`src/rtl/video_capture_downscaler_if.sv`:
```
`default_nettype none
// ============================================================================
// Module   : video_capture_downscaler_if
// Purpose  : Video input (vsync/de/rgb) and FIFO write-side bundle for the
//            capture downscaler.
// Revision : 1.0 - initial release
// ============================================================================
interface video_capture_downscaler_if;
    logic        vsync;
    logic        de;
    logic [23:0] rgb_data;
    logic        fifo_full;
    logic [15:0] pixel_data;
    logic        wr_enable;

    modport master (
        output vsync, de, rgb_data, fifo_full,
        input  pixel_data, wr_enable
    );

    modport slave (
        input  vsync, de, rgb_data, fifo_full,
        output pixel_data, wr_enable
    );
endinterface
`default_nettype wire

```
`src/rtl/video_capture_downscaler.sv`:
```
`default_nettype none
// ============================================================================
// Module   : video_capture_downscaler
// Purpose  : 2x2 downscale of an RGB888 capture stream to RGB565 FIFO writes.
//            Define BOX_FILTER_EN for 2x2 box averaging instead of decimation.
// Revision : 1.0 - initial release
// ============================================================================
module video_capture_downscaler #(
    parameter int H_ACTIVE = 640,
    parameter int V_ACTIVE = 480
) (
    input  logic                      clk,
    input  logic                      rst,
    video_capture_downscaler_if.slave vid,
    output logic                      frame_start_pulse,
    output logic [9:0]                o_x_count,
    output logic [8:0]                o_y_count,
    output logic                      overflow,
    output logic                      line_err
);
    localparam logic [9:0] C_H_MAX = 10'(H_ACTIVE);
    localparam logic [8:0] C_V_MAX = 9'(V_ACTIVE);

    typedef enum logic [0:0] {
        SYNC_WAIT = 1'b0,
        ACTIVE    = 1'b1
    } state_t;

    state_t      r_state;
    logic        r_vsync_d;
    logic        r_de_d;
    logic [9:0]  r_x;
    logic [8:0]  r_y;
    logic        r_wr_en;
    logic [15:0] r_pixel;
    logic        r_fsp;
    logic        r_overflow;
    logic        r_line_err;

    logic        w_vsync_fall;
    logic        w_pix_accept;
    logic        w_slot;
    logic [23:0] w_out_rgb;
    logic [15:0] w_packed;
    logic        w_unused_lsbs;

    assign w_vsync_fall = r_vsync_d & ~vid.vsync;
    // A vsync edge takes priority over any pixel presented in the same cycle.
    assign w_pix_accept = (r_state == ACTIVE) & ~w_vsync_fall & vid.de
                        & (r_x < C_H_MAX) & (r_y < C_V_MAX);
    assign w_slot       = w_pix_accept & r_x[0] & r_y[0];

`ifdef BOX_FILTER_EN
    localparam int C_LB_DEPTH = H_ACTIVE / 2;
    localparam int C_LB_AW    = (C_LB_DEPTH > 1) ? $clog2(C_LB_DEPTH) : 1;

    logic [23:0]        r_pair;
    logic [26:0]        r_line_buf [C_LB_DEPTH];
    logic [C_LB_AW-1:0] w_lb_addr;
    logic [26:0]        w_pair_sum;
    logic [26:0]        w_lb_rd;

    assign w_lb_addr = r_x[C_LB_AW:1];
    assign w_lb_rd   = r_line_buf[w_lb_addr];

    // Per channel: 9-bit horizontal pair sum, plus the even-line pair sum -> 10 bits.
    for (genvar c = 0; c < 3; c++) begin : g_ch
        logic [9:0] w_blk_sum;
        logic [1:0] w_unused_frac;
        assign w_pair_sum[c*9 +: 9] = {1'b0, r_pair[c*8 +: 8]} + {1'b0, vid.rgb_data[c*8 +: 8]};
        assign w_blk_sum            = {1'b0, w_pair_sum[c*9 +: 9]} + {1'b0, w_lb_rd[c*9 +: 9]};
        assign w_out_rgb[c*8 +: 8]  = w_blk_sum[9:2];
        assign w_unused_frac        = w_blk_sum[1:0];
    end

    always_ff @(posedge clk) begin
        if (w_pix_accept) begin
            if (!r_x[0]) begin
                r_pair <= vid.rgb_data;
            end else if (!r_y[0]) begin
                r_line_buf[w_lb_addr] <= w_pair_sum;
            end
        end
    end
`else
    assign w_out_rgb = vid.rgb_data;
`endif

    assign w_packed      = {w_out_rgb[23:19], w_out_rgb[15:10], w_out_rgb[7:3]};
    assign w_unused_lsbs = ^{w_out_rgb[18:16], w_out_rgb[9:8], w_out_rgb[2:0]};

    always_ff @(posedge clk or posedge rst) begin
        if (rst) begin
            r_state    <= SYNC_WAIT;
            r_vsync_d  <= 1'b0;
            r_de_d     <= 1'b0;
            r_x        <= '0;
            r_y        <= '0;
            r_wr_en    <= 1'b0;
            r_pixel    <= '0;
            r_fsp      <= 1'b0;
            r_overflow <= 1'b0;
            r_line_err <= 1'b0;
        end else begin
            r_vsync_d <= vid.vsync;
            // Masking de on a frame restart keeps a stale run from ending line 0 early.
            r_de_d    <= vid.de & ~w_vsync_fall;
            r_fsp     <= w_vsync_fall;
            r_wr_en   <= 1'b0;

            if (w_vsync_fall) begin
                r_state <= ACTIVE;
                r_x     <= '0;
                r_y     <= '0;
            end else if (r_state == ACTIVE) begin
                if (r_y >= C_V_MAX) begin
                    r_state <= SYNC_WAIT;
                end else if (vid.de) begin
                    if (w_pix_accept) begin
                        r_x <= r_x + 10'd1;
                        if (w_slot) begin
                            if (vid.fifo_full) begin
                                r_overflow <= 1'b1;
                            end else begin
                                r_wr_en <= 1'b1;
                                r_pixel <= w_packed;
                            end
                        end
                    end else begin
                        r_line_err <= 1'b1;
                    end
                end else if (r_de_d) begin
                    if (r_x != C_H_MAX) begin
                        r_line_err <= 1'b1;
                    end
                    r_x <= '0;
                    r_y <= r_y + 9'd1;
                end
            end
        end
    end

    assign vid.pixel_data    = r_pixel;
    assign vid.wr_enable     = r_wr_en;
    assign frame_start_pulse = r_fsp;
    assign o_x_count         = r_x;
    assign o_y_count         = r_y;
    assign overflow          = r_overflow;
    assign line_err          = r_line_err;
endmodule
`default_nettype wire

```
`src/flat_wrapper.sv`:
```
// flat-port wrapper written by rule: the top's interface ports become plain ports
module video_capture_downscaler_flat 
#(
    parameter int H_ACTIVE = 640,
    parameter int V_ACTIVE = 480
)
  (clk, rst, frame_start_pulse, o_x_count, o_y_count, overflow, line_err, vid_vsync, vid_de, vid_rgb_data, vid_fifo_full, vid_pixel_data, vid_wr_enable);
  video_capture_downscaler_if vid_i ();
  input  logic clk;
  input  logic rst;
  output logic frame_start_pulse;
  output logic [9:0] o_x_count;
  output logic [8:0] o_y_count;
  output logic overflow;
  output logic line_err;
  input wire logic [$bits(vid_i.vsync)-1:0] vid_vsync;
  input wire logic [$bits(vid_i.de)-1:0] vid_de;
  input wire logic [$bits(vid_i.rgb_data)-1:0] vid_rgb_data;
  input wire logic [$bits(vid_i.fifo_full)-1:0] vid_fifo_full;
  output wire logic [$bits(vid_i.pixel_data)-1:0] vid_pixel_data;
  output wire logic [$bits(vid_i.wr_enable)-1:0] vid_wr_enable;
  assign vid_i.vsync = vid_vsync;
  assign vid_i.de = vid_de;
  assign vid_i.rgb_data = vid_rgb_data;
  assign vid_i.fifo_full = vid_fifo_full;
  assign vid_pixel_data = vid_i.pixel_data;
  assign vid_wr_enable = vid_i.wr_enable;
  video_capture_downscaler #(.H_ACTIVE(H_ACTIVE), .V_ACTIVE(V_ACTIVE)) u_core (.clk(clk), .rst(rst), .vid(vid_i), .frame_start_pulse(frame_start_pulse), .o_x_count(o_x_count), .o_y_count(o_y_count), .overflow(overflow), .line_err(line_err));
endmodule
```
`config.mk`:
```
export PLATFORM = sky130hd
export DESIGN_NAME = video_capture_downscaler_flat
export DESIGN_NICKNAME = d
export VERILOG_FILES = /design/src/rtl/video_capture_downscaler_if.sv /design/src/rtl/video_capture_downscaler.sv /design/src/flat_wrapper.sv
export SDC_FILE = /design/constraint.sdc
export NUM_CORES = 1
export LEC_CHECK = 0
export BUFFER_PORTS_ARGS = -buffer_cell sky130_fd_sc_hd__buf_2
export CAP_MARGIN = 20
export CELL_PAD_IN_SITES_DETAIL_PLACEMENT = 1
export CELL_PAD_IN_SITES_GLOBAL_PLACEMENT = 2
export CORE_MARGIN = 5
export CORE_UTILIZATION = 33
export DETAILED_ROUTE_END_ITERATION = 6
export GPL_ROUTABILITY_DRIVEN = 0
export MAX_ROUTING_LAYER = met4
export PLACE_DENSITY_LB_ADDON = 0.1
export SYNTH_ARGS = -nofsm -noshare
export SYNTH_HDL_FRONTEND = slang
export SYNTH_SLANG_ARGS = --single-unit
```
`constraint.sdc`:
```
create_clock -name clk -period 5.66 [get_ports clk]
set_clock_uncertainty 0.1 [all_clocks]
set_input_delay 1.132 -clock clk [delete_from_list [all_inputs] [get_ports clk]]
set_output_delay 1.132 -clock clk [all_outputs]
set_load 0.1 [all_outputs]
```
* Word level (Yosys, flattened, before mapping)
Cells that the tools add are included.
** Word-level totals
- Input bits :: 29
- Output and inout bits :: 39
- Flip-flop bits (word level) :: 42
- Word-level logic and storage cells :: 67
** Operators by class
- Bitwise logic cells :: 12
- Equal/unequal tests :: 5
- Reductions and logical operators :: 10
- Magnitude comparators :: 3
- $add $sub $neg :: 2
- Muxes and demuxes :: 25
** Operator list (count)
- two-way mux 10 bit :: 6
- two-way mux 9 bit :: 5
- two-way mux 1 bit :: 14
- AND reduction 7 bit :: 2
- adder 10 x 1 -> 10 bit, second input constant :: 1
- less-than comparator 10 bit, second input constant :: 1
- != test 10 bit, second input constant :: 1
- adder 9 x 1 -> 9 bit, second input constant :: 1
- >= comparator 9 bit, second input constant :: 1
- less-than comparator 9 bit, second input constant :: 1
- bitwise AND 1 bit :: 8
- AND reduction 4 bit :: 2
- nonzero test 2 bit :: 4
- AND reduction 6 bit :: 1
- != test 2 x 1 -> 1 bit, second input constant :: 2
- inverter 1 bit :: 4
- != test 3 x 1 -> 1 bit, second input constant :: 1
- nonzero test 3 bit :: 1
- != test 2 bit, second input constant :: 1

* Depth between registers and ports, before layout
Gate-level depths: netlist of run 1.
- Depth in word-level cells :: 15
- Mapped depth :: 7
- Depth with buffers taken out :: 6

* Worst setup path after synthesis of run 1
Ideal clock, no wire load.
- Kind :: input port to flip-flop
- Start :: in vid_vsync
- End :: reg u_core.r_pixel[10], in the netlist u_core.vid.pixel_data[10]
- Path slack :: 3008 ps
- Buffers on the path :: 2
- Stages :: 6
- Data arrival time :: 2425 ps
- Data required time :: 5434 ps
- Path through :: nand2b_1 -> buf_6 -> nand3_2 -> nor4_4 -> buf_6 -> mux2_4
** On the way
- Longest elaborated chain between the ends :: 10
** Ends and longest elaborated chain
- start: declaration :: line flat_wrapper.sv:16 : input wire logic [$bits(vid_i.vsync)-1:0] vid_vsync;
- inverter 1 bit (*) :: line video_capture_downscaler.sv:47 : assign w_vsync_fall = r_vsync_d & ~vid.vsync;
- bitwise AND 1 bit (*) :: line video_capture_downscaler.sv:47
- inverter 1 bit (no source line) (*)
- bitwise AND 1 bit (2 in series) :: line video_capture_downscaler.sv:49 : assign w_pix_accept = (r_state == ACTIVE) & ~w_vsync_fall & vid.de
- bitwise AND 1 bit (2 in series) :: line video_capture_downscaler.sv:50 : & (r_x < C_H_MAX) & (r_y < C_V_MAX);
- bitwise AND 1 bit (2 in series) :: line video_capture_downscaler.sv:51 : assign w_slot = w_pix_accept & r_x[0] & r_y[0];
- AND reduction 7 bit (no source line) (*)
- end signal: assignment :: line video_capture_downscaler.sv:126 : r_pixel <= w_packed;
- end: declaration :: line video_capture_downscaler.sv:35 : logic [15:0] r_pixel;
Every way passes the cells marked *; elsewhere a longest branch is shown, timed or not.
A chain may end at the register's enable or synchronous reset.

* Final worst setup path of run 1
- Start :: in vid_vsync
- End :: reg u_core.r_pixel[2], in the netlist u_core.vid.pixel_data[2]
Same word-level chain as after synthesis.

==> results.tsv, run 1 <==
stage	metric	value	unit
floorplanning	io_pins	68	
grt	use_met3	0.0301	
grt	grt_pass1_wl	8790	um
clocking	root_buffer	clkbuf_8	
synthesis	synth_xor_xnor_area_share	0.0174	
detailed_routing	routed-via-count	1628	
sta	setup_violations	0	
sta	max_freq	375	MHz
power	cellPowerDensity	490	nW/um2
clocking	worstSkewPairLatency	0.30	ns
clocking	postCtsSetupBuffers	0	
grt	top_usage_layer	met2	
synthesis	synth_top_flop_cell	dfrtp_1	
synthesis	synthAdderAreaFrac	0.0249	
cells_and_area	syn_to_final_growth	23.9	%
detailed_routing	drt_iter0_markers	63	
synthesis	synth_edf_count	0	
sta	slew_headroom	0.390	
placement	pre_cts_slack	2.63	ns
sta	fin_crit	2.67	ns
synthesis	synthArstFlopShare	1.00	
grt	antenna_found_initial	0	
clocking	cts_tree	built	
detailed_routing	drcViolationCount	0	
grt	grt_overflow	0	
detailed_routing	vias_per_cell	5.25	
synthesis	synthMuxAreaShare	0.107	
critical_path	crit_required	5.75	ns
power	total_power	1.22	mW
floorplanning	die_h	88.0	um
sta	worstMarginPinSlew	0.914	ns
synthesis	synth_top_family_by_area	simple AND/OR/NAND/NOR gates	
power	p_leak	1.22	nW
clocking	cts_resized	0	
synthesis	ys_types	45	
floorplanning	dieArea	7750	um2
grt	met2_usage	0.233	
floorplanning	core_area	5920	um2
clocking	cts-hold-fix-buffers	0	
floorplanning	die_width	88.0	um
synthesis	syn_area_per_cell	11.7	um2
cells_and_area	diodes	0	
clocking	numCtsBuffers	5	
critical_path	critPathCaptureType	flop	
clocking	htree_levels	2	
grt	groute.usage.overall	0.150	
grt	grt_pass1_vias	1788	
clocking	cts_sinks	42	
synthesis	yosysTopAreaCellShare	0.523	
synthesis	synthTopCellsByCount	dfrtp_1, nand2_1, a21oi_1, mux2_4, nand3_1	
cells_and_area	drive_gt1_frac	0.391	
synthesis	yosysWarnings	0	
cells_and_area	largest_register_ffs	16	
synthesis	synth.net_count	204	
power	ir_drop	387	uV
critical_path	start_kind	primary input	
placement	hpwl	3830	um
detailed_routing	wl_per_cell	16.7	um
synthesis	synth_area_leaders	dfrtp_1, mux2_4, mux2_2, ha_1, a21oi_1	
placement	place_area	2380	um2
critical_path	critical_path.max_fanout	17	
cells_and_area	fillers	676	
worst_hold_path	hold_class	flop to flop	
sta	slew_viol_final	0	
outcome	status	complete, no violations	
synthesis	synth_area	2010	um2
grt	grt_use_met1	0.203	
synthesis	yosys.area.top_type	dfrtp_1	
sta	setup_slack	2.99	ns
cells_and_area	post-route-util	0.420	
run	maxCapViolCount	0	
synthesis	ys_seq_area_frac	0.523	
cells_and_area	final_nets	267	
grt	grt_max_degree	43	
synthesis	synth_compound_area_frac	0.112	
sta	rsz0062_at_grt	no	
detailed_routing	route.antenna.remaining_nets	0	
sta	setup_tns	0	ns
floorplanning	initial_core_util	0.339	
synthesis	synth_cells	171	
placement	port_buffers	59	
critical_path	rrSetupSlack	3.43	ns
clocking	max-clock-path-buffers	2	
synthesis	synth.most_common_cell	dfrtp_1	
critical_path	crit_arrival	2.76	ns
detailed_routing	wl	5170	um
critical_path	crit_type	primary input to flop	
clocking	clk_pin_slew	0.09	ns
floorplanning	rows	28	
detailed_routing	first_pass_iters	4	
sta	final_hold_viol_count	0	
synthesis	synth_seq_cells	42	
cells_and_area	final_area	2490	um2
sta	post-route-period-util	0.472	
synthesis	yosys.area_share.simple	0.184	
==> cell usage in the layout (no fill, tap or decap), types with 2 or more instances in the layout <==
master / instances
mux2_4: 9
nand3_1: 9
o211ai_1: 3
o31ai_1: 4
a21oi_1: 9
xnor2_1: 2
mux2_2: 7
buf_4: 2
clkbuf_8: 5
or3_1: 4
inv_1: 8
buf_2: 59
and2_1: 2
nand2_1: 12
nor3_1: 3
nor4_1: 2
and4_1: 2
nand4_1: 3
nor2_1: 6
dfrtp_1: 42
o21ai_0: 4
xor2_1: 2
or4_1: 5
o21a_1: 2
a31o_2: 2
ha_1: 4
o2111ai_1: 2
==> kinds of logic after synthesis <==
kind of cell	Yosys count
and+or+nand+nor	59
DFF	42
AOI/OAI and AO/OA	33
muxes	16
buffers and inverters	13
xor gates and xnor gates	4
adders and majority gates	4
==> stage by stage <==
stage	hold slack, ns	std cells
floorplan	0.467	171
global placement	0.354	302
detailed placement	0.366	302
CTS	0.394	310
global route	0.402	310
finish	0.386	310
==> critical path: stages <==
cell	delay [ns]
buf_2	0.08
nand2b_1	0.39
nand3_2	0.22
nor4_4	0.25
buf_4	0.31
mux2_2	0.37
==> cell type report <==
cell class	count	area, um2	share of cell area
inverters	8	30.0	0.0121
clock buffers	6	72.6	0.0292
repair buffers	61	310	0.125
multi-input cells	116	892	0.359
flip-flops and latches	42	1050	0.423
well taps	75	93.8	0.0377
clock inverters	2	37.5	0.0151
==> power breakdown <==
group / switching, mW / internal (mW) / total [mW]
combinational: 0.479 / 0.103 / 0.582
clock: 0.109 / 0.132 / 0.241
sequential: 0.0391 / 0.355 / 0.395
total: 0.628 / 0.590 / 1.22
==> worst paths after layout <==
check                               startpoint                        to  depth (start not counted)
max in group asynchronous                  rst       u_core.o_x_count[5]                          3
min in group asynchronous                  rst             u_core.r_de_d                          3
min                            u_core.overflow           u_core.overflow                          1
min reg2reg                    u_core.overflow           u_core.overflow                          1
max reg2reg                u_core.o_x_count[7]       u_core.o_x_count[5]                          4
max                                  vid_vsync  u_core.vid.pixel_data[2]                          6
==> routing by layer <==
metal | up-vias | wire, um
met5 | - | 0
met4 | 0 | 39
met3 | 5 | 241
met2 | 48 | 2470
met1 | 817 | 2420
li1 | 758 | -
Power figures use the tool's default switching activity.
==> inputs of run 2 (changes only) <==
ABC_AREA = 1   (was unset)
CORE_UTILIZATION = 28   (was 33)
clock period = 2.66 ns   (was 5.66 ns; I/O delays follow)
==> run 2 against run 1 <==
  * Final area is 7.6% higher
  * Die area up 24%
  * Synthesized area increased by 8.3%
  * Worst setup slack worse by 2.3 ns
  * Critical path depth fell by 5
  * Largest cell class unchanged
  * Largest power group unchanged
  * Highest routed layer unchanged
==> results.tsv, run 2 <==
stage	metric	value	unit	change
outcome	status	complete, no violations		
sta	setup_violations	0		unchanged
placement	place_area	2580	um2	+8.6%
synthesis	synth_cells	271		+58%
floorplanning	initial_core_util	0.284		-0.0548
clocking	cts_sinks	42		unchanged
sta	setup_tns	0	ns	unchanged
sta	max_freq	514	MHz	
clocking	numCtsBuffers	5		unchanged
synthesis	synth_edf_count	0		unchanged
cells_and_area	diodes	0		unchanged
sta	whs	0.165	ns	-0.222 ns
detailed_routing	routed-via-count	2021		+24%
synthesis	synth_top_flop_cell	dfrtp_1		
floorplanning	io_pins	68		unchanged
critical_path	crit_required	2.03	ns	-3.72 ns
clocking	cts_resized	0		unchanged
grt	grt_pass1_vias	2173		+22%
grt	groute.usage.overall	0.137		-0.0132
cells_and_area	final_common_cell	nand2_1		
critical_path	critical_path.max_fanout	8		-9
grt	grt_max_degree	24		-44%
sta	worstMarginPinSlew	0.767	ns	-0.147 ns
synthesis	yosysWarnings	0		unchanged
cells_and_area	drive_gt1_frac	0.255		-0.136
detailed_routing	route.antenna.remaining_nets	0		unchanged
sta	slew_headroom	0.486		+0.0955
sta	rsz0062_at_grt	no		
clocking	htree_levels	2		unchanged
grt	grt_pass1_wl	10500	um	+19%
floorplanning	core_area	7650	um2	+29%
synthesis	ys_seq_area_frac	0.483		-0.0401
synthesis	synth_area_leaders	dfrtp_1, nand2_1, o21ai_0, inv_1, nand3_1		
sta	final_hold_viol_count	0		unchanged
critical_path	crit_type	flop to output pin		
critical_path	path_cells	buf_2		
sta	slew_viol_final	0		unchanged
grt	grt_overflow	0		unchanged
floorplanning	die_width	98.1	um	+11%
synthesis	synth.most_common_cell	nand2_1		
grt	antenna_found_initial	0		unchanged
power	ir_drop	303	uV	-22%
critical_path	start_kind	flop		
detailed_routing	vias_per_cell	4.65		-12%
floorplanning	die_h	98.1	um	+11%
cells_and_area	post-route-util	0.350		-0.0700
clocking	worstSkewPairLatency	0.30	ns	about the same
critical_path	worstReg2RegEnd	u_core.vid.pixel_data[11]		
critical_path	critical_path_buf_inv_count	1		-1
synthesis	synth_seq_cells	42		unchanged
floorplanning	rows	32		+14%
synthesis	yosys.area.top_type	dfrtp_1		
synthesis	yosysTopAreaCellShare	0.483		-0.0401
cells_and_area	final_area	2680	um2	+7.6%
sta	post-route-period-util	0.732		
sta	fin_crit	1.95	ns	
synthesis	synth_area	2170	um2	+8.3%
clocking	cts_tree	built		
critical_path	slowest_stage	dfrtp_1		
cells_and_area	fillers	964		+43%
run	maxCapViolCount	0		unchanged
clocking	postCtsSetupBuffers	0		unchanged
critical_path	regToRegStartpoint	u_core.r_vsync_d		
detailed_routing	drcViolationCount	0		unchanged
clocking	root_buffer	clkbuf_8		
cells_and_area	largest_register_ffs	16		unchanged
detailed_routing	wl_per_cell	14.0	um	-16%
synthesis	synth.net_count	304		+49%
critical_path	worst_path_largest_cell_delay	0.52	ns	+0.13 ns
cells_and_area	final_cell_mix	nand2_1, buf_2, dfrtp_1		
cells_and_area	syn_to_final_growth	23.1	%	
critical_path	critPathCaptureType	output pin		
critical_path	crit_arrival	1.31	ns	-1.45 ns
critical_path	path_delay_family	flip-flops		
synthesis	syn_area_per_cell	8.02	um2	-32%
clocking	clk_pin_slew	0.09	ns	about the same
placement	port_buffers	59		unchanged
floorplanning	dieArea	9630	um2	+24%
synthesis	synthTopCellsByCount	nand2_1, dfrtp_1, inv_1		
placement	hpwl	4480	um	+17%
synthesis	synthArstFlopShare	1.00		unchanged
sta	setup_slack	0.713	ns	-2.28 ns
worst_hold_path	hold_class	primary input to asynchronous set/reset pin		
detailed_routing	drt_iter0_markers	28		-56%
synthesis	ys_types	28		-38%
placement	pre_cts_slack	0.566	ns	-2.06 ns
critical_path	rrSetupSlack	0.88	ns	-2.55 ns
power	p_leak	1.42	nW	+17%
detailed_routing	wl	6080	um	+17%
clocking	cts-hold-fix-buffers	0		unchanged
power	cellPowerDensity	731	nW/um2	+49%
cells_and_area	final_nets	365		+37%
detailed_routing	first_pass_iters	4		unchanged
critical_path	r2r_cells	9		+5
clocking	max-clock-path-buffers	2		unchanged
run 2: changes by cell type in the layout (fill, tap and decap cells not counted), moves of 5 or more:
cell and delta:
or4_1 -5, o21ai_1 +7, nand2_1 +68, nor2_1 +16, mux2_4 -9, nand4_1 +10, inv_1 +18, o21ai_0 +20
mux2_2 -7, nand3_1 +10, a21oi_1 -7
run 2: power by group:
part | switching (mW) | total, mW | leakage (nW) | internal [mW]
logic | 0.653 | 0.760 | 0.820 | 0.107
registers | 0.0438 | 0.752 | 0.556 | 0.708
clock network | 0.237 | 0.446 | 0.0472 | 0.209
total | 0.933 | 1.96 | 1.42 | 1.02
run 2: metal layers:
metal,global-route usage,share of wire,wire length [um],up-vias
li1,-,-,-,998
met1,0.177,0.48,2910,973
met2,0.213,0.47,2850,44
met3,0.0343,0.045,272,6
met4,0.0351,0.0067,41,0
met5,-,0,0,-
run 2: cells by family (layout without fill, tap and decap cells):
logic type / Yosys count / count (layout) / share of synthesized area
xor+xnor: 1 / 1 / 0.00403
flops: 42 / 42 / 0.483
buf+inv: 38 / 100 / 0.0771
fa+ha+maj: 4 / 4 / 0.0230
simple gates: 148 / 148 / 0.314
compound gates: 38 / 38 / 0.0990
run 2: layout make-up:
cell class / count / area (um2) / share of cell area
flip-flops and latches: 42 / 1050 / 0.393
clock inverters: 2 / 12.5 / 0.00467
well taps: 102 / 128 / 0.0477
multi-input cells: 191 / 956 / 0.357
inverters: 29 / 110 / 0.0411
clock buffers: 6 / 82.6 / 0.0308
repair buffers: 63 / 338 / 0.126
run 2: worst max-delay path by stage:
stage                        start                        end  slack [ns]  cells after the start
2_1_floorplan  u_core.o_y_count[0]  u_core.vid.pixel_data[10]        0.50                      6
3_3_place_gp             vid_vsync   u_core.vid.pixel_data[9]        0.58                     11
3_5_place_dp             vid_vsync  u_core.vid.pixel_data[11]        0.57                     11
4_1_cts        u_core.o_x_count[7]               o_x_count[7]        0.69                      1
5_1_grt        u_core.o_x_count[7]               o_x_count[7]        0.65                      1
6_report       u_core.o_x_count[8]               o_x_count[8]        0.71                      1
run 2: metrics by stage:
step                std cells  power [mW]
finish                    435        1.96
floorplan                 271        1.39
global placement          427        1.53
CTS                       435        2.00
global route              435        2.06
detailed placement        427        1.53
